==> src/rtl/uart_pkg.sv <==
// uart_pkg: shared defaults, RX entry type and log2 helper for the UART RX FIFO
package uart_pkg;
  localparam int DEF_DATA_W = 8;
  localparam int DEF_DEPTH  = 32;
  localparam int DEF_TO_CYC = 4096;
  typedef struct packed {
    logic                  err;
    logic [DEF_DATA_W-1:0] data;
  } rx_entry_t;
  function automatic int log2c(input int v);
    int r;
    r = 0;
    while ((1 << r) < v) r++;
    return r;
  endfunction
endpackage

==> src/rtl/uart_rx_fifo_ctrl_if.sv <==
// uart_rx_fifo_ctrl_if: deserializer write side, CPU read side and status of the RX FIFO
interface uart_rx_fifo_ctrl_if import uart_pkg::*; #(
  parameter int DATA_W = DEF_DATA_W,
  parameter int DEPTH  = DEF_DEPTH
);
  localparam int ADDR_W = log2c(DEPTH);
  logic              wr_en;
  logic [DATA_W-1:0] wr_data;
  logic              wr_err;
  logic              rd_en;
  logic [DATA_W-1:0] rd_data;
  logic              rd_err;
  logic              rd_valid;
  logic              flush;
  logic              ovr_clr;
  logic [ADDR_W:0]   rx_thresh;
  logic [ADDR_W:0]   count;
  logic              empty;
  logic              full;
  logic              overrun;
  logic              level_irq;
  logic              timeout;
  modport master (
    output wr_en, wr_data, wr_err, rd_en, flush, ovr_clr, rx_thresh,
    input  rd_data, rd_err, rd_valid, count, empty, full, overrun, level_irq, timeout
  );
  modport slave (
    input  wr_en, wr_data, wr_err, rd_en, flush, ovr_clr, rx_thresh,
    output rd_data, rd_err, rd_valid, count, empty, full, overrun, level_irq, timeout
  );
endinterface

==> src/rtl/rx_fifo_mem.sv <==
// rx_fifo_mem: simple dual-port RAM with one write port and a registered read port
module rx_fifo_mem #(
  parameter int W     = 9,
  parameter int DEPTH = 32,
  parameter int AW    = 5
) (
  input  logic          clk,
  input  logic          rst,
  input  logic          we,
  input  logic [AW-1:0] waddr,
  input  logic [W-1:0]  wdata,
  input  logic          re,
  input  logic [AW-1:0] raddr,
  output logic [W-1:0]  rdata
);
  logic [W-1:0] mem [DEPTH];
  always_ff @(posedge clk)
    if (we) mem[waddr] <= wdata;
  always_ff @(posedge clk)
    if (rst) rdata <= '0;
    else if (re) rdata <= mem[raddr];
endmodule

==> src/rtl/uart_rx_fifo_ctrl.sv <==
// uart_rx_fifo_ctrl: UART RX FIFO with occupancy, level irq, sticky overrun and char timeout
module uart_rx_fifo_ctrl import uart_pkg::*; #(
  parameter int DATA_W = DEF_DATA_W,
  parameter int DEPTH  = DEF_DEPTH,
  parameter int TO_CYC = DEF_TO_CYC
) (
  input logic               clk,
  input logic               rst,
  uart_rx_fifo_ctrl_if.slave bus
);
  localparam int ADDR_W = log2c(DEPTH);
  localparam int TO_W   = log2c(TO_CYC + 1);
  logic [ADDR_W-1:0] wr_ptr, rd_ptr;
  logic [ADDR_W:0]   count_nxt;
  logic [TO_W-1:0]   to_cnt;
  logic [DATA_W:0]   rd_q;
  logic              wr_acc, rd_acc, drop;
  always_comb begin
    wr_acc    = bus.wr_en & ~bus.full & ~bus.flush;
    rd_acc    = bus.rd_en & ~bus.empty & ~bus.flush;
    drop      = bus.wr_en & bus.full & ~bus.flush;
    count_nxt = bus.flush ? '0 : bus.count + (ADDR_W+1)'(wr_acc) - (ADDR_W+1)'(rd_acc);
  end
  always_ff @(posedge clk)
    if (rst) begin
      wr_ptr       <= '0;
      rd_ptr       <= '0;
      bus.count    <= '0;
      bus.empty    <= 1'b1;
      bus.full     <= 1'b0;
      bus.rd_valid <= 1'b0;
      bus.overrun  <= 1'b0;
      to_cnt       <= '0;
    end else begin
      wr_ptr       <= bus.flush ? '0 : wr_ptr + ADDR_W'(wr_acc);
      rd_ptr       <= bus.flush ? '0 : rd_ptr + ADDR_W'(rd_acc);
      bus.count    <= count_nxt;
      bus.empty    <= count_nxt == '0;
      bus.full     <= count_nxt == (ADDR_W+1)'(DEPTH);
      bus.rd_valid <= rd_acc;
      bus.overrun  <= drop | (bus.overrun & ~bus.ovr_clr);
      to_cnt       <= (bus.flush | wr_acc | rd_acc | bus.empty) ? '0
                    : to_cnt + TO_W'(to_cnt != TO_W'(TO_CYC));
    end
  assign bus.level_irq = (bus.rx_thresh != '0) && (bus.count >= bus.rx_thresh);
  assign bus.timeout   = to_cnt == TO_W'(TO_CYC);
  assign {bus.rd_err, bus.rd_data} = rd_q;
  rx_fifo_mem #(.W(DATA_W + 1), .DEPTH(DEPTH), .AW(ADDR_W)) u_mem (
    .clk   (clk),
    .rst   (rst),
    .we    (wr_acc),
    .waddr (wr_ptr),
    .wdata ({bus.wr_err, bus.wr_data}),
    .re    (rd_acc),
    .raddr (rd_ptr),
    .rdata (rd_q)
  );
endmodule
==> src/flat_wrapper.sv <==
// flat-port wrapper written by rule: the top's interface ports become plain ports
module uart_rx_fifo_ctrl_flat import uart_pkg::*;
#(
  parameter int DATA_W = DEF_DATA_W,
  parameter int DEPTH  = DEF_DEPTH,
  parameter int TO_CYC = DEF_TO_CYC
)
  (clk, rst, bus_wr_en, bus_wr_data, bus_wr_err, bus_rd_en, bus_flush, bus_ovr_clr, bus_rx_thresh, bus_rd_data, bus_rd_err, bus_rd_valid, bus_count, bus_empty, bus_full, bus_overrun, bus_level_irq, bus_timeout);
  uart_rx_fifo_ctrl_if #(.DATA_W(DATA_W), .DEPTH(DEPTH)) bus_i ();
  input logic clk;
  input logic rst;
  input wire logic [$bits(bus_i.wr_en)-1:0] bus_wr_en;
  input wire logic [$bits(bus_i.wr_data)-1:0] bus_wr_data;
  input wire logic [$bits(bus_i.wr_err)-1:0] bus_wr_err;
  input wire logic [$bits(bus_i.rd_en)-1:0] bus_rd_en;
  input wire logic [$bits(bus_i.flush)-1:0] bus_flush;
  input wire logic [$bits(bus_i.ovr_clr)-1:0] bus_ovr_clr;
  input wire logic [$bits(bus_i.rx_thresh)-1:0] bus_rx_thresh;
  output wire logic [$bits(bus_i.rd_data)-1:0] bus_rd_data;
  output wire logic [$bits(bus_i.rd_err)-1:0] bus_rd_err;
  output wire logic [$bits(bus_i.rd_valid)-1:0] bus_rd_valid;
  output wire logic [$bits(bus_i.count)-1:0] bus_count;
  output wire logic [$bits(bus_i.empty)-1:0] bus_empty;
  output wire logic [$bits(bus_i.full)-1:0] bus_full;
  output wire logic [$bits(bus_i.overrun)-1:0] bus_overrun;
  output wire logic [$bits(bus_i.level_irq)-1:0] bus_level_irq;
  output wire logic [$bits(bus_i.timeout)-1:0] bus_timeout;
  assign bus_i.wr_en = bus_wr_en;
  assign bus_i.wr_data = bus_wr_data;
  assign bus_i.wr_err = bus_wr_err;
  assign bus_i.rd_en = bus_rd_en;
  assign bus_i.flush = bus_flush;
  assign bus_i.ovr_clr = bus_ovr_clr;
  assign bus_i.rx_thresh = bus_rx_thresh;
  assign bus_rd_data = bus_i.rd_data;
  assign bus_rd_err = bus_i.rd_err;
  assign bus_rd_valid = bus_i.rd_valid;
  assign bus_count = bus_i.count;
  assign bus_empty = bus_i.empty;
  assign bus_full = bus_i.full;
  assign bus_overrun = bus_i.overrun;
  assign bus_level_irq = bus_i.level_irq;
  assign bus_timeout = bus_i.timeout;
  uart_rx_fifo_ctrl #(.DATA_W(DATA_W), .DEPTH(DEPTH), .TO_CYC(TO_CYC)) u_core (.clk(clk), .rst(rst), .bus(bus_i));
endmodule
==> config.mk <==
export PLATFORM = sky130hd
export DESIGN_NAME = uart_rx_fifo_ctrl_flat
export DESIGN_NICKNAME = d
export VERILOG_FILES = /design/src/rtl/uart_pkg.sv /design/src/rtl/uart_rx_fifo_ctrl_if.sv /design/src/rtl/rx_fifo_mem.sv /design/src/rtl/uart_rx_fifo_ctrl.sv /design/src/flat_wrapper.sv
export SDC_FILE = /design/constraint.sdc
export NUM_CORES = 1
export LEC_CHECK = 0
export ABC_AREA = 1
export CORE_ASPECT_RATIO = 0.8
export CORE_UTILIZATION = 45
export CTS_CLUSTER_SIZE = 25
export DETAILED_ROUTE_END_ITERATION = 7
export PLACE_DENSITY = 0.63
export SYNTH_ARGS = -nofsm -noshare
export SYNTH_HDL_FRONTEND = slang
export SYNTH_SLANG_ARGS = --single-unit
==> constraint.sdc <==
create_clock -name clk -period 2.8 [get_ports clk]
set_clock_uncertainty 0.05 [all_clocks]
set_input_delay 0.7 -clock clk [delete_from_list [all_inputs] [get_ports clk]]
set_output_delay 0.7 -clock clk [all_outputs]
set_load 0.02 [all_outputs]
# Word-level counts from Yosys, hierarchy flattened
# Memory sizes are Yosys's and may differ from the RTL's. A register that Yosys moved wholly into a read port is not among the register bits.
# Index checks and enable logic that the tools add are counted.
# W data, S select, Z words.
totals:
  n_memories: 1
  output_inout_bits: 21
  regBits: 33
  ramBits: 288
  in_bits: 21
  latchBits: 0
  wordCells: 41
  romBits: 0
classes:
  mux: 3
  reduce_logical: 5
  n_addsub: 5
  n_shift: 0
  n_bitwise: 15
  eq_ne: 3
  multipliers: 0
  order_cmp: 1
  n_div: 0
mem_list:
  columns: ["memory", "words", "width", "rd", "rd_ports_with_merged_regs", "write_ports", "line_no", "rtl"]
  rows:
  - ["u_core.u_mem.mem", 32, 9, 1, 1, 1, "rx_fifo_mem.sv:16", "logic [W-1:0] mem [DEPTH];"]
ops:
  columns: ["cell", "count"]
  rows:
  - ["$add A13 B1 Y13", 1]
  - ["$eq A13 B13 Y1 const B", 1]
  - ["$ne A13 B13 Y1 const B", 1]
  - ["$add A5 B1 Y5", 2]
  - ["$and A1 B1 Y1", 7]
  - ["$add A6 B1 Y6", 1]
  - ["$eq A6 B6 Y1 const B", 1]
  - ["$ge A6 B6 Y1", 1]
  - ["$logic_not A6 Y1", 1]
  - ["$mux W6", 1]
  - ["$reduce_bool A6 Y1", 1]
  - ["$sub A6 B1 Y6", 1]
  - ["$not A1 Y1", 4]
  - ["$or A1 B1 Y1", 4]
  - ["$reduce_or A2 Y1", 2]
  - ["$mux W1", 2]
  - ["$logic_and A1 B1 Y1", 1]

# Depth between registers and ports, before layout
# Gate-level depths: netlist (run 1).
depth:
  word_depth: 7
  ltp_mapped: 17
  mapped_depth_nobuf: 16

# Hierarchy
# Synthesis (run 1) repeated with hierarchy kept, for this count alone.
hier_totals:
  cells_unflattened: 1276
  area_unflattened_um2: 13890.8
modules_own_cells:
  columns: ["module", "area_per_inst_um2", "seq_area_each_um2", "instances", "cells_per_inst"]
  rows:
  - ["rx_fifo_mem", 12054.1, 8828.5, 1, 1032]
  - ["uart_rx_fifo_ctrl", 1836.8, 660.6, 1, 244]

# Worst setup path after synthesis (run 1)
# Ideal clock, no wire load.
synth_timing:
  path_kind: "input port to flip-flop"
  from: "input port bus_flush"
  to: "register u_core.bus.empty"
  path_slack_ps: 178
  arrival_time_ps: 2453
  cell_stages: 16
  cell_sequence: "inv_2 nand3_1 inv_2 buf_2 nand2_1 nand2_1 ha_1 fa_1 nand2_1 nand2_1 a21oi_1 nor2_1 nor2_1 nand2_1 nand4_1 a21oi_1"
synth_between:
  elab_chain_cells: 6
  elab_cells_between_ends: 7
synth_rtl:
  columns: ["element", "line_no", "rtl"]
  rows:
  - ["start, declared", "flat_wrapper.sv:16", "input wire logic [$bits(bus_i.flush)-1:0] bus_flush;"]
  - ["$not A1 Y1", "uart_rx_fifo_ctrl.sv:19, uart_rx_fifo_ctrl.sv:20", null]
  - ["$and A1 B1 Y1", "uart_rx_fifo_ctrl.sv:19", "wr_acc = bus.wr_en & ~bus.full & ~bus.flush;"]
  - ["$add A6 B1 Y6", "uart_rx_fifo_ctrl.sv:22", "count_nxt = bus.flush ? '0 : bus.count + (ADDR_W+1)'(wr_acc) - (ADDR_W+1)'(rd_acc);"]
  - ["$sub A6 B1 Y6", "uart_rx_fifo_ctrl.sv:22", null]
  - ["$mux W6 *", "uart_rx_fifo_ctrl.sv:22", null]
  - ["$logic_not A6 Y1 *", "uart_rx_fifo_ctrl.sv:38", "bus.empty <= count_nxt == '0;"]
  - ["end signal, assigned", "uart_rx_fifo_ctrl.sv:29", "bus.empty <= 1'b1;"]
  - ["end signal, assigned", "uart_rx_fifo_ctrl.sv:38", null]
  - ["end, declared", "uart_rx_fifo_ctrl_if.sv:29", "output rd_data, rd_err, rd_valid, count, empty, full, overrun, level_irq, timeout"]
# Mark *: on every way between the ends. The rest lies on a longest branch, timed or not.
# A chain may end at the register's enable or synchronous reset.

# Worst setup path after layout (run 1)
layout_timing:
  from: "input port bus_rx_thresh[0]"
  to: "output port bus_level_irq"
layout_between:
  elab_chain_cells: 2
  elab_cells_between_ends: 3
layout_rtl:
  columns: ["element", "line_no", "rtl"]
  rows:
  - ["start, declared", "flat_wrapper.sv:18", "input wire logic [$bits(bus_i.rx_thresh)-1:0] bus_rx_thresh;"]
  - ["$ge A6 B6 Y1 or $reduce_bool A6 Y1 (tied branches)", "uart_rx_fifo_ctrl.sv:45", "assign bus.level_irq = (bus.rx_thresh != '0) && (bus.count >= bus.rx_thresh);"]
  - ["$logic_and A1 B1 Y1 *", "uart_rx_fifo_ctrl.sv:45", null]
  - ["end, declared", "flat_wrapper.sv:26", "output wire logic [$bits(bus_i.level_irq)-1:0] bus_level_irq;"]
# Marked as above.

==> run summary, run 1 <==
The fraction of layout cells with a size suffix above 1 came out at 9.35%. Setup repair after global routing left no endpoint under its margin. The overall die width is 201 um, and the maximum number of pins on one net before global-route repair is 75.

Averaged over all synthesized cells, the footprint is 10.1 sq um. The root buffer cell is sky130_fd_sc_hd__clkbuf_16. The logs give 52700 um for the global-route wire length before repair and 16500 sq um for the final design instance area without fill. The flow ran to the end, and the final reports show no timing, DRC or antenna violations. The number of global-route vias before repair is 9410, and the DRC marker count from the first detailed-route iteration is 723. The cell type with the highest aggregate area in the netlist was sky130_fd_sc_hd__edfxtp_1. Aggregate routed wire length: 33300 um. Yosys mapped a number of flops with a built-in enable equal to 288.

The fraction of synthesized cell area taken by the top area cell type is 60.8%, and the final setup violation count is 0. The clock tree synthesis step divided the H-tree into 2 levels. Count of standard-cell rows: 57. The area of the mapped netlist was 14200 sq um; the CTS sink count was 330.

Largest fanout on the critical path: 2. For the cts-stage hold buffer count, the log shows 0. The total of max-cap violations was 0. The half-perimeter wire length after placement is 20500 um, and the sequential area share after synthesis is 66.7%.

For this design the ratio of total power to cell area is 637 nW/um^2. The clock input transition at the sequential cells of the worst setup and hold paths is 0.06 ns, and the number of antenna violations at the first check in global routing is 0. 42 I/O pins were placed.

After layout, the minimum clock period comes to 2.72 ns. Overall routing resource usage: 21.2%. For the first-pass iteration count of the detailed router, the log shows 7. After layout, the design draws a total of 10.5 mW.

The number of clock buffers inserted by TritonCTS is 34. The count of final hold-check violations is 0. The synthesized design contains 330 register bits. The required time reported for the critical path endpoint was 2.05 ns; the delay of the slowest cell on the worst path was 0.49 ns.

After synthesis, the cell types taking the most area are sky130_fd_sc_hd__edfxtp_1 61%, sky130_fd_sc_hd__nand2_1 11%, sky130_fd_sc_hd__nand3_1 6.8%, sky130_fd_sc_hd__dfxtp_1 5.9%, sky130_fd_sc_hd__inv_1 4.3%. The category of the most critical setup path was input port to output pin. The congestion estimate from routability-driven global placement came to 0.853. The tools report the nature of the critical path endpoint as an output pin.

Data on the critical path arrives at its endpoint at 1.97 ns. For this design the static power due to leakage is 6.53 nW. Adding up every negative setup slack in the final design gives 0 ns.

The share of async-settable or async-resettable flops after synthesis works out to 0%. In the routed design, unresolved DRC markers number 0. Once detail routing completed, the nets flagged for antenna violations numbered 0.

The run gives 49.7% as the worst relative slew slack. Kind of path behind the tightest hold check: flop to flop. The standard cell core area is 30700 sq um, and the worst-margin pin slew is 0.753 ns. The Yosys step of the flow raised 0 warnings.

TritonCTS built the clock tree. Counting along the longest clock path gives a buffer depth of 3. The distinct cell type count after synthesis came out at 33. Synthesis produced a netlist with a net count of 1442. The run gives 0.52 ns as the clock insertion delay at the later pin of the skew report.

The worst setup path is launched from an input port. Total of buffers placed on input and output ports: 41. Slowest cell on the critical path: sky130_fd_sc_hd__clkdlybuf4s50_1. The die footprint was 32300 sq um. The die boundary height is 161 um, and the setup slack of the critical path after layout is 0.0833 ns. The logs give 1403 for the synthesized instance count and 46.3% for the initial core utilization. The post-placement setup slack is -0.512 ns, and the placed instance area is 15400 sq um. The final global-route overflow total is 0. For this block, the via count after detailed routing is 9791. Among all flip-flop cells after synthesis, the most frequent one is sky130_fd_sc_hd__edfxtp_1. The tools report the peak supply drop as 0.540 mV. The tools report the number of slew-limit violations in the final report as 0.

The net count of the finished layout is 1535. Dividing the detail-routed wire length by the instance count gives 17.2 um. Dividing the final minimum period by the clock period gives 97.0%.

Traced cell by cell, the critical path runs through clkdlybuf4s50_1, ha_1, nor2_1, o211ai_1, o2111ai_2, nand2_1, inv_1, buf_6. After detailed routing, the number of vias per cell comes to 5.07. The relative area change from synthesis to final layout came out at 16.2%.

For this run, the top clock speed supported by timing is 368 MHz.
## registers in the layout (all words and copies together) (netlist names)
signal               flops
u_core.u_mem.mem       288
u_core.to_cnt           13
u_core.u_mem.rdata       9
u_core.bus.count         6
u_core.rd_ptr            5
u_core.wr_ptr            5
u_core.bus.empty         1
u_core.bus.full          1
u_core.bus.overrun       1
u_core.bus.rd_valid      1
## worst max-delay path: cells and delay by family
family          cells  cell delay, ns
buf+inv             3            0.66
compound gates      2            0.32
fa+ha+maj           1            0.15
simple gates        2            0.13
## cell usage in the layout (no fill, tap or decap), drive strengths merged
cell and instances:
nand2 424, edfxtp 288, nand3 193, inv 170, nor2 122, buf 77
a21oi 44, clkbuf 43, dfxtp 42, clkdlybuf4s50 34, o21ai 21, ha 17
clkinv 15, nor3 4, nand4 4, dlygate4sd2 4, nor4 4, xnor2 3
bufinv 2, dlymetal6s2s 2, diode 1, o211ai 1, o2111ai 1, xor2 1
nor3b 1, nand3b 1, fa 1
## path summary, 6_finish.rpt
check                                           from                                 end  slack [ns]  cells after the start
hold reg to reg   u_core.u_mem.rdata[3]$_SDFFE_PP0P_  u_core.u_mem.rdata[3]$_SDFFE_PP0P_        0.42                      2
setup / recovery                    bus_rx_thresh[0]                       bus_level_irq        0.08                      8
setup reg to reg         u_core.rd_ptr[0]$_SDFF_PP0_  u_core.u_mem.rdata[5]$_SDFFE_PP0P_        0.54                     10
hold / removal    u_core.u_mem.rdata[3]$_SDFFE_PP0P_  u_core.u_mem.rdata[3]$_SDFFE_PP0P_        0.42                      2
## per-layer routing
layer	GRT usage [%]	share of wire, %
met5	0	0
met4	6.14	2.2
met3	3.03	5.2
met2	33.1	46
met1	31.1	47
## synthesized netlist by cell type (3+ instances only)
cell,n
sky130_fd_sc_hd__nand2_1,423
sky130_fd_sc_hd__edfxtp_1,288
sky130_fd_sc_hd__nor4_1,3
sky130_fd_sc_hd__dfxtp_1,42
sky130_fd_sc_hd__nor2_1,121
sky130_fd_sc_hd__a21oi_1,44
sky130_fd_sc_hd__o21ai_1,7
sky130_fd_sc_hd__nor3_1,4
sky130_fd_sc_hd__clkbuf_1,14
sky130_fd_sc_hd__ha_1,17
sky130_fd_sc_hd__xnor2_1,3
sky130_fd_sc_hd__nand3_1,192
sky130_fd_sc_hd__buf_2,32
sky130_fd_sc_hd__inv_1,163
sky130_fd_sc_hd__buf_6,7
sky130_fd_sc_hd__inv_2,6
sky130_fd_sc_hd__nand4_1,4
sky130_fd_sc_hd__buf_4,3
sky130_fd_sc_hd__buf_1,3
sky130_fd_sc_hd__o21ai_0,14
## kinds of logic (layout without fill, tap and decap cells)
kind of cell	after synthesis	after routing	share of synthesized area, %
fa+ha+maj	18	18	1.64
xor+xnor	4	4	0.246
simple gates	753	753	22.1
compound gates	67	67	2.40
buf+inv	231	347	6.92
flops	330	330	66.7
other cells	0	1	0
## what timing repair did
action                                 4_1_cts  5_1_grt
setup buffers                                0        1
setup endpoints to repair                    2        1
gates resized for setup                     12        8
pin swaps                                    3        4
endpoints found under the hold margin        0        0
## layout make-up
| class | instances | area [sq um] |
|---|---|---|
| Antenna cell | 1 | 2.50 |
| Clock buffer | 43 | 926 |
| Clock inverter | 16 | 121 |
| Fill cell | 2708 | 14200 |
| Inverter | 171 | 646 |
| Multi-Input combinational cell | 842 | 3780 |
| Sequential cell | 330 | 9490 |
| Tap cell | 413 | 517 |
| Timing Repair Buffer | 117 | 1030 |
## where the power goes
part	internal, mW	total [mW]	switching [mW]	leakage [nW]
Sequential	5.39	5.44	0.0497	2.93
Clock	2.52	4.34	1.83	0.513
Combinational	0.279	0.736	0.458	3.09
## per-stage QoR
stage | hold WS, ns | cells | utilization [%]
global route | 0.449 | 1932 | 53.7
CTS | 0.426 | 1931 | 53.6
global placement | 0.404 | 1872 | 50.2
finish | 0.422 | 1933 | 53.7
floorplan | 0.408 | 1403 | -
detailed placement | 0.416 | 1872 | 50.2
Note: power is estimated with default switching activity, not from simulation.
==> run 2, diff against run 1 <==
Settings changed: HOLD_SLACK_MARGIN set to 0.05.
==> results of run 2 <==
Final layout, timing and power as in run 1 (identical DEF).
==> run 3, diff against run 2 <==
Settings changed: ABC_CLOCK_PERIOD_IN_PS set to 2800.
==> results of run 3 <==
Final layout, timing and power as in run 1 (identical DEF).
==> variant 1 (flow settings as in run 1) <==
The package constant `DEF_DEPTH` goes from 32 to 16.
--- a/src/rtl/uart_pkg.sv
+++ b/src/rtl/uart_pkg.sv
@@ -2,5 +2,5 @@
 package uart_pkg;
   localparam int DEF_DATA_W = 8;
-  localparam int DEF_DEPTH  = 32;
+  localparam int DEF_DEPTH  = 16;
   localparam int DEF_TO_CYC = 4096;
   typedef struct packed {
Ports: changed (resized bus_count and bus_rx_thresh); port bits go from 42 to 40. The function was not compared with the original's and may differ.
==> variant 1 against run 1 <==
  * Cell area fell by 43%
  * Setup slack better by 0.028 ns
  * Sequential cell count is 147 lower
  * First-iteration DRC count shrank 45%
  * Sequential share of layout area down 3.6 points
  * Total power decreased by 47%
  * Register-to-register slack improved by 0.11 ns
  * Critical path depth is the same
  * Synthesized area fell by 43%
  * Wire length decreased by 46%
==> variant 1: results (changes against run 1) <==
Min path
  – Worst-case hold path end point: u_core.bus.overrun
  – Startpoint of the tightest hold check path: u_core.bus.overrun

Synthesis
  – Top cells by instance count after synthesis: sky130_fd_sc_hd__nand2_1 (258), sky130_fd_sc_hd__edfxtp_1 (144), sky130_fd_sc_hd__inv_1 (121)
  – Arithmetic-cell share of the synthesized area counting full adders, half adders and majority gates: 0.02567 (+0.009300)
  – Synth warnings: 0 (unchanged)
  – Fraction of synthesized cell area in xor and xnor cells: 0.003247 (+0.0007831)
  – Sequential-to-total area share from yosys stat: 0.6309 (-0.03653)
  – Number of register bits inferred by synthesis: 183 (-45%)
  – Synth Area in Compound Gates: 0.01809 (-0.005933)
  – Distinct cells, synth: 30 (-9.1%)
  – Synth top area cells: sky130_fd_sc_hd__edfxtp_1 (53%), sky130_fd_sc_hd__nand2_1 (12%), sky130_fd_sc_hd__dfxtp_1 (9.6%), sky130_fd_sc_hd__nand3_1 (7.1%), sky130_fd_sc_hd__inv_1 (5.6%)
  – Net count after synthesis: 883 (-39%)
  – Gate count after technology mapping: 847 (-40%)
  – Number of flops mapped to enable cells by yosys: 144 (-50%)

Drt
  – Via-to-Cell Ratio: 4.853 (-4.2%)
  – Total iterations of the first detailed-routing run: 4 (-3)
  – Drt total wl: 17890 um (-46%)
  – Initial drt markers: 400 (-45%)
  – Wire length per cell after detailed routing: 15.57 um (-9.7%)

Placement
  – Placer's final routability congestion estimate: 0.8121 (-4.8%)
  – Total cell area at the placement stage: 8875 um2 (-42%)
  – Post-DP HPWL: 11130 um (-46%)

Setup path
  – Worst Path Max Fanout: 3 (+1)
  – Crit Reg-Reg Startpoint: u_core.bus.empty
  – Slack of the worst reg-to-reg path: 0.65 ns (+0.11 ns)
  – Slowest cell delay on critical path: 0.25 ns (-0.24 ns)
  – Start point of the critical path: bus_rx_thresh[2]
  – Crit path max-delay cell type: sky130_fd_sc_hd__dlygate4sd2_1
  – Worst reg2reg endpoint: u_core.bus.empty

Clock tree
  – Total CTS buffers: 17 (-50%)
  – CTS H-Tree Depth: 4 (+2)
  – Largest buffer count on any clock path: 2 (-1)

GRT
  – Antenna violations before repair: 0 (unchanged)
  – Via count of the first global-routing pass: 5291 (-44%)
  – First-pass GRT wire length: 28810 um (-45%)
  – Largest net degree at the start of global routing: 74 (-1.3%)

Final layout
  – Non-Clock Buffer Count: 74 (-37%)
  – Antenna cell count: 0 (-1)
  – Number of nets at the end of the flow: 947 (-38%)
  – Proportion of cell area spent on the clock network: 0.05712 (-0.006288)
  – Fraction of area in multi-input gates: 0.2539 (+0.02515)
  – Filler cell count: 1544 (-43%)
  – Leading registers by flop count: u_core.u_mem.mem (144), u_core.to_cnt (13), u_core.u_mem.rdata (9)
  – Non-clock buffering overhead in the final layout: 0.06952 (+0.007021)
  – Clock buffer count in the final layout: 19 (-56%)
  – Sequential cell area: 5106 um2 (-46%)

Status
  – Result of the run: complete, no violations

Power and ir drop
  – Peak supply drop: 0.0004207 V (-22%)

STA
  – Relative slew slack: 0.4502 (-0.04727)
==> variant 1: changes by cell type after synthesis, sizes merged, moves of 2 or more <==
cell    before  now
dfxtp       42   39
buf         46   25
edfxtp     288  144
nand4        4    2
ha          17   15
nor3         4    9
nor2       122   66
clkbuf      14    4
o21ai       21   10
nand2      424  259
a21oi       44   15
inv        169  129
nand3      193  116
nor4         4    2
==> variant 1: layer usage <==
layer,wire length (um),track usage
met5,0,0
met4,253,0.06122
met3,798,0.03984
met2,7891,0.3134
met1,8945,0.3008
==> variant 1: cell families after synthesis <==
logic type	count (synthesis)
AO/OA/AOI/OAI	28
XOR/XNOR	3
adder cells (fa/ha/maj)	16
buffers and inverters	159
flip-flops	183
AND/OR/NAND/NOR	458
==> variant 1: through the flow <==
stage | setup TNS, ns | util | setup WS (ns) | hold slack [ns]
floorplan | 0 | - | 0.3801 | 0.4249
global placement | -0.5893 | 0.5075 | -0.5398 | 0.4021
detailed placement | -0.8039 | 0.5075 | -0.5823 | 0.4081
CTS | 0 | 0.5423 | 0.02358 | 0.4147
global route | 0 | 0.5425 | 0.05559 | 0.4438
finish | 0 | 0.5425 | 0.1108 | 0.4120
==> variant 1: repair_timing <==
action,in CTS,in global routing
pin swaps,6,1
endpoints found under the hold margin,0,0
gates cloned,0,0
endpoints found under the setup margin,2,1
buffers inserted,0,0
resized for setup,25,1
==> variant 1: worst min-delay path, stage by stage, from the launching register on <==
cell and delay, ns:
sky130_fd_sc_hd__dfxtp_1 0.31, sky130_fd_sc_hd__nand2_1 0.06, sky130_fd_sc_hd__a21oi_1 0.05
==> variant 1: where the power goes <==
group          switching, mW  total, mW  internal [mW]
Clock                  0.998       2.21           1.21
Combinational          0.246      0.411          0.165
Sequential            0.0230       2.98           2.96
Total                   1.27       5.61           4.34
==> variant 2 (flow settings as in run 1) <==
Made on the original files. Make the reset (`rst`) asynchronous in 2 clocked blocks.
--- a/src/rtl/rx_fifo_mem.sv
+++ b/src/rtl/rx_fifo_mem.sv
@@ -17,5 +17,5 @@
   always_ff @(posedge clk)
     if (we) mem[waddr] <= wdata;
-  always_ff @(posedge clk)
+  always_ff @(posedge clk or posedge rst)
     if (rst) rdata <= '0;
     else if (re) rdata <= mem[raddr];
--- a/src/rtl/uart_rx_fifo_ctrl.sv
+++ b/src/rtl/uart_rx_fifo_ctrl.sv
@@ -22,5 +22,5 @@
     count_nxt = bus.flush ? '0 : bus.count + (ADDR_W+1)'(wr_acc) - (ADDR_W+1)'(rd_acc);
   end
-  always_ff @(posedge clk)
+  always_ff @(posedge clk or posedge rst)
     if (rst) begin
       wr_ptr       <= '0;
Check against the original RTL: differs if rst is asserted again (counterexample within 4 cycles, from zero or initial values and one cycle with rst high); with rst held inactive, the same outputs for 10 cycles.
==> variant 2 against run 1 <==
  * Sequential share of layout area up 2.0 points
  * Wire length up 0.93%
  * Global-route usage rose by 0.66 points
  * Sequential cell count is the same
  * Critical path type unchanged
  * Non-clock buffer count rose by 6
  * Largest cell class unchanged
  * Via count shrank 3.6%
  * Register-to-register slack worse by 0.24 ns
  * Cell area is 1.2% lower
  * Synthesized area shrank 2.2%
  * Final cell count is 6.7% lower
  * Highest routed layer unchanged
  * Setup slack worse by 0.075 ns
Power is not compared: it rests on default switching activity, and its combinational part moved more than twofold at a synthesized area within 25%.
==> variant 2: results (changes against run 1) <==
Status
  – Result of the run: complete, no violations

Placement
  – Placer's final routability congestion estimate: 0.8832 (+3.6%)
  – Worst setup slack before clock tree synthesis: -0.5635 ns (-0.05192 ns)
  – Total cell area at the placement stage: 15200 um2 (-1.4%)
  – DP Cell Count: 1742 (-6.9%)
  – Post-DP HPWL: 20520 um (+0.13%)

Synthesis
  – Distinct cells, synth: 34 (+3.0%)
  – Number of flops mapped to enable cells by yosys: 288 (unchanged)
  – Most area-hungry cell type in the Yosys netlist: sky130_fd_sc_hd__edfxtp_1
  – Share of synthesized registers carrying an async set or reset: 0.1273 (+0.1273)
  – Net count after synthesis: 1306 (-9.4%)
  – Top cells by instance count after synthesis: sky130_fd_sc_hd__nand2_1 (455), sky130_fd_sc_hd__edfxtp_1 (288), sky130_fd_sc_hd__nand3_1 (195)
  – Synth top area cells: sky130_fd_sc_hd__edfxtp_1 (62%), sky130_fd_sc_hd__nand2_1 (12%), sky130_fd_sc_hd__dfrtp_1 (7.4%), sky130_fd_sc_hd__nand3_1 (7.0%), sky130_fd_sc_hd__ha_1 (1.7%)
  – Synthesized area divided by synthesized cell count: 10.99 um2 (+8.5%)
  – Sequential-to-total area share from yosys stat: 0.6976 (+0.03016)

STA
  – Setup Viol. Count Final: 0 (unchanged)
  – Post-route worst hold slack: 0.4346 ns (+0.01230 ns)
  – Relative slew slack: 0.5079 (+0.01048)

GRT
  – First-pass GRT wire length: 51840 um (-1.6%)
  – Antenna violations before repair: 0 (unchanged)
  – Overall Global Routing Usage: 0.2190 (+0.006642)
  – Via count of the first global-routing pass: 8905 (-5.4%)
  – Largest net degree at the start of global routing: 146 (+95%)

Power and ir drop
  – Power in combinational cells: between 2 and 2.5 mW
  – Peak supply drop: ~0.00050 V
  – Power drawn by the clock network: 4.33 mW
  – Gate power share: 0.170
  – Internal power of the cells: ~8.8 mW

Final layout
  – Filler cell count: 2603 (-3.9%)
  – Antenna cell count: 0 (-1)
  – Sequential cell area: 9704 um2 (+2.2%)
  – Number of nets at the end of the flow: 1406 (-8.4%)
  – Layout cell share with drive strength beyond 1: 0.1079 (+0.01443)

Clock tree
  – Total CTS buffers: 34 (unchanged)
  – Clock root cell: sky130_fd_sc_hd__clkbuf_16
  – PostCTS Resize Cnt: 11 (-1)
  – CTS H-Tree Depth: 2 (unchanged)
  – CTS clock-pin slew for the worst setup and hold paths: 0.06 ns (about the same)

Setup path
  – Worst Path Max Fanout: 2 (unchanged)
  – Critical path data arrival time: 2.04 ns (+0.07 ns)
  – Slack of the worst reg-to-reg path: 0.30 ns (-0.24 ns)
  – Slowest cell delay on critical path: 0.30 ns (-0.19 ns)
  – Crit path max-delay cell type: sky130_fd_sc_hd__ha_1

Floorplan
  – Area enclosed by the die boundary: 31610 um2 (-2.2%)

Drt
  – Total iterations of the first detailed-routing run: 6 (-1)
  – Wire length per cell after detailed routing: 18.65 um (+8.2%)
  – Drt total wl: 33630 um (+0.93%)
  – Initial drt markers: 858 (+19%)
  – Vias: 9437 (-3.6%)
==> variant 2: cell types whose count changed after synthesis, moves of 9 or more <==
cell	delta
sky130_fd_sc_hd__nor2_1	-62
sky130_fd_sc_hd__buf_2	+9
sky130_fd_sc_hd__inv_1	-107
sky130_fd_sc_hd__dfxtp_1	-42
sky130_fd_sc_hd__dfrtp_1	+41
sky130_fd_sc_hd__nand2_1	+32
==> variant 2: layer usage <==
metal	part of all wire	track usage	vias to the layer above
li1	-	-	4535
met1	0.47	0.3302	4575
met2	0.45	0.3292	285
met3	0.067	0.03792	42
met4	0.015	0.05559	0
met5	0	0	-
==> variant 2: area by class of cell <==
cell class,instances,area share
Timing Repair Buffer,123,0.06696
Sequential cell,330,0.5949
Tap cell,413,0.03168
Clock buffer,49,0.06259
Multi-Input combinational cell,817,0.2268
Clock inverter,12,0.003222
Inverter,59,0.01381
==> variant 2: cell families after synthesis <==
| logic type | share of synthesized area |
|---|---|
| compound gates | 0.02160 |
| fa+ha+maj | 0.01854 |
| flops | 0.6976 |
| simple gates | 0.2211 |
| xor+xnor | 0.002520 |
| buf+inv | 0.03869 |
==> variant 2: worst paths after layout <==
check                                       from                    end  cells past startpoint
max                             bus_rx_thresh[1]          bus_level_irq                     10
min                        u_core.u_mem.rdata[3]  u_core.u_mem.rdata[3]                      2
max reg2reg                     u_core.bus.empty        u_core.bus.full                     15
min reg2reg                u_core.u_mem.rdata[3]  u_core.u_mem.rdata[3]                      2
max in group asynchronous                    rst    u_core.bus.rd_valid                      3
min in group asynchronous                    rst       u_core.to_cnt[1]                      2
==> variant 2: worst min-delay path: stages (launching register included) <==
cell	delay, ns
sky130_fd_sc_hd__dfrtp_1	0.34
sky130_fd_sc_hd__nand2_1	0.05
sky130_fd_sc_hd__nand2_1	0.06
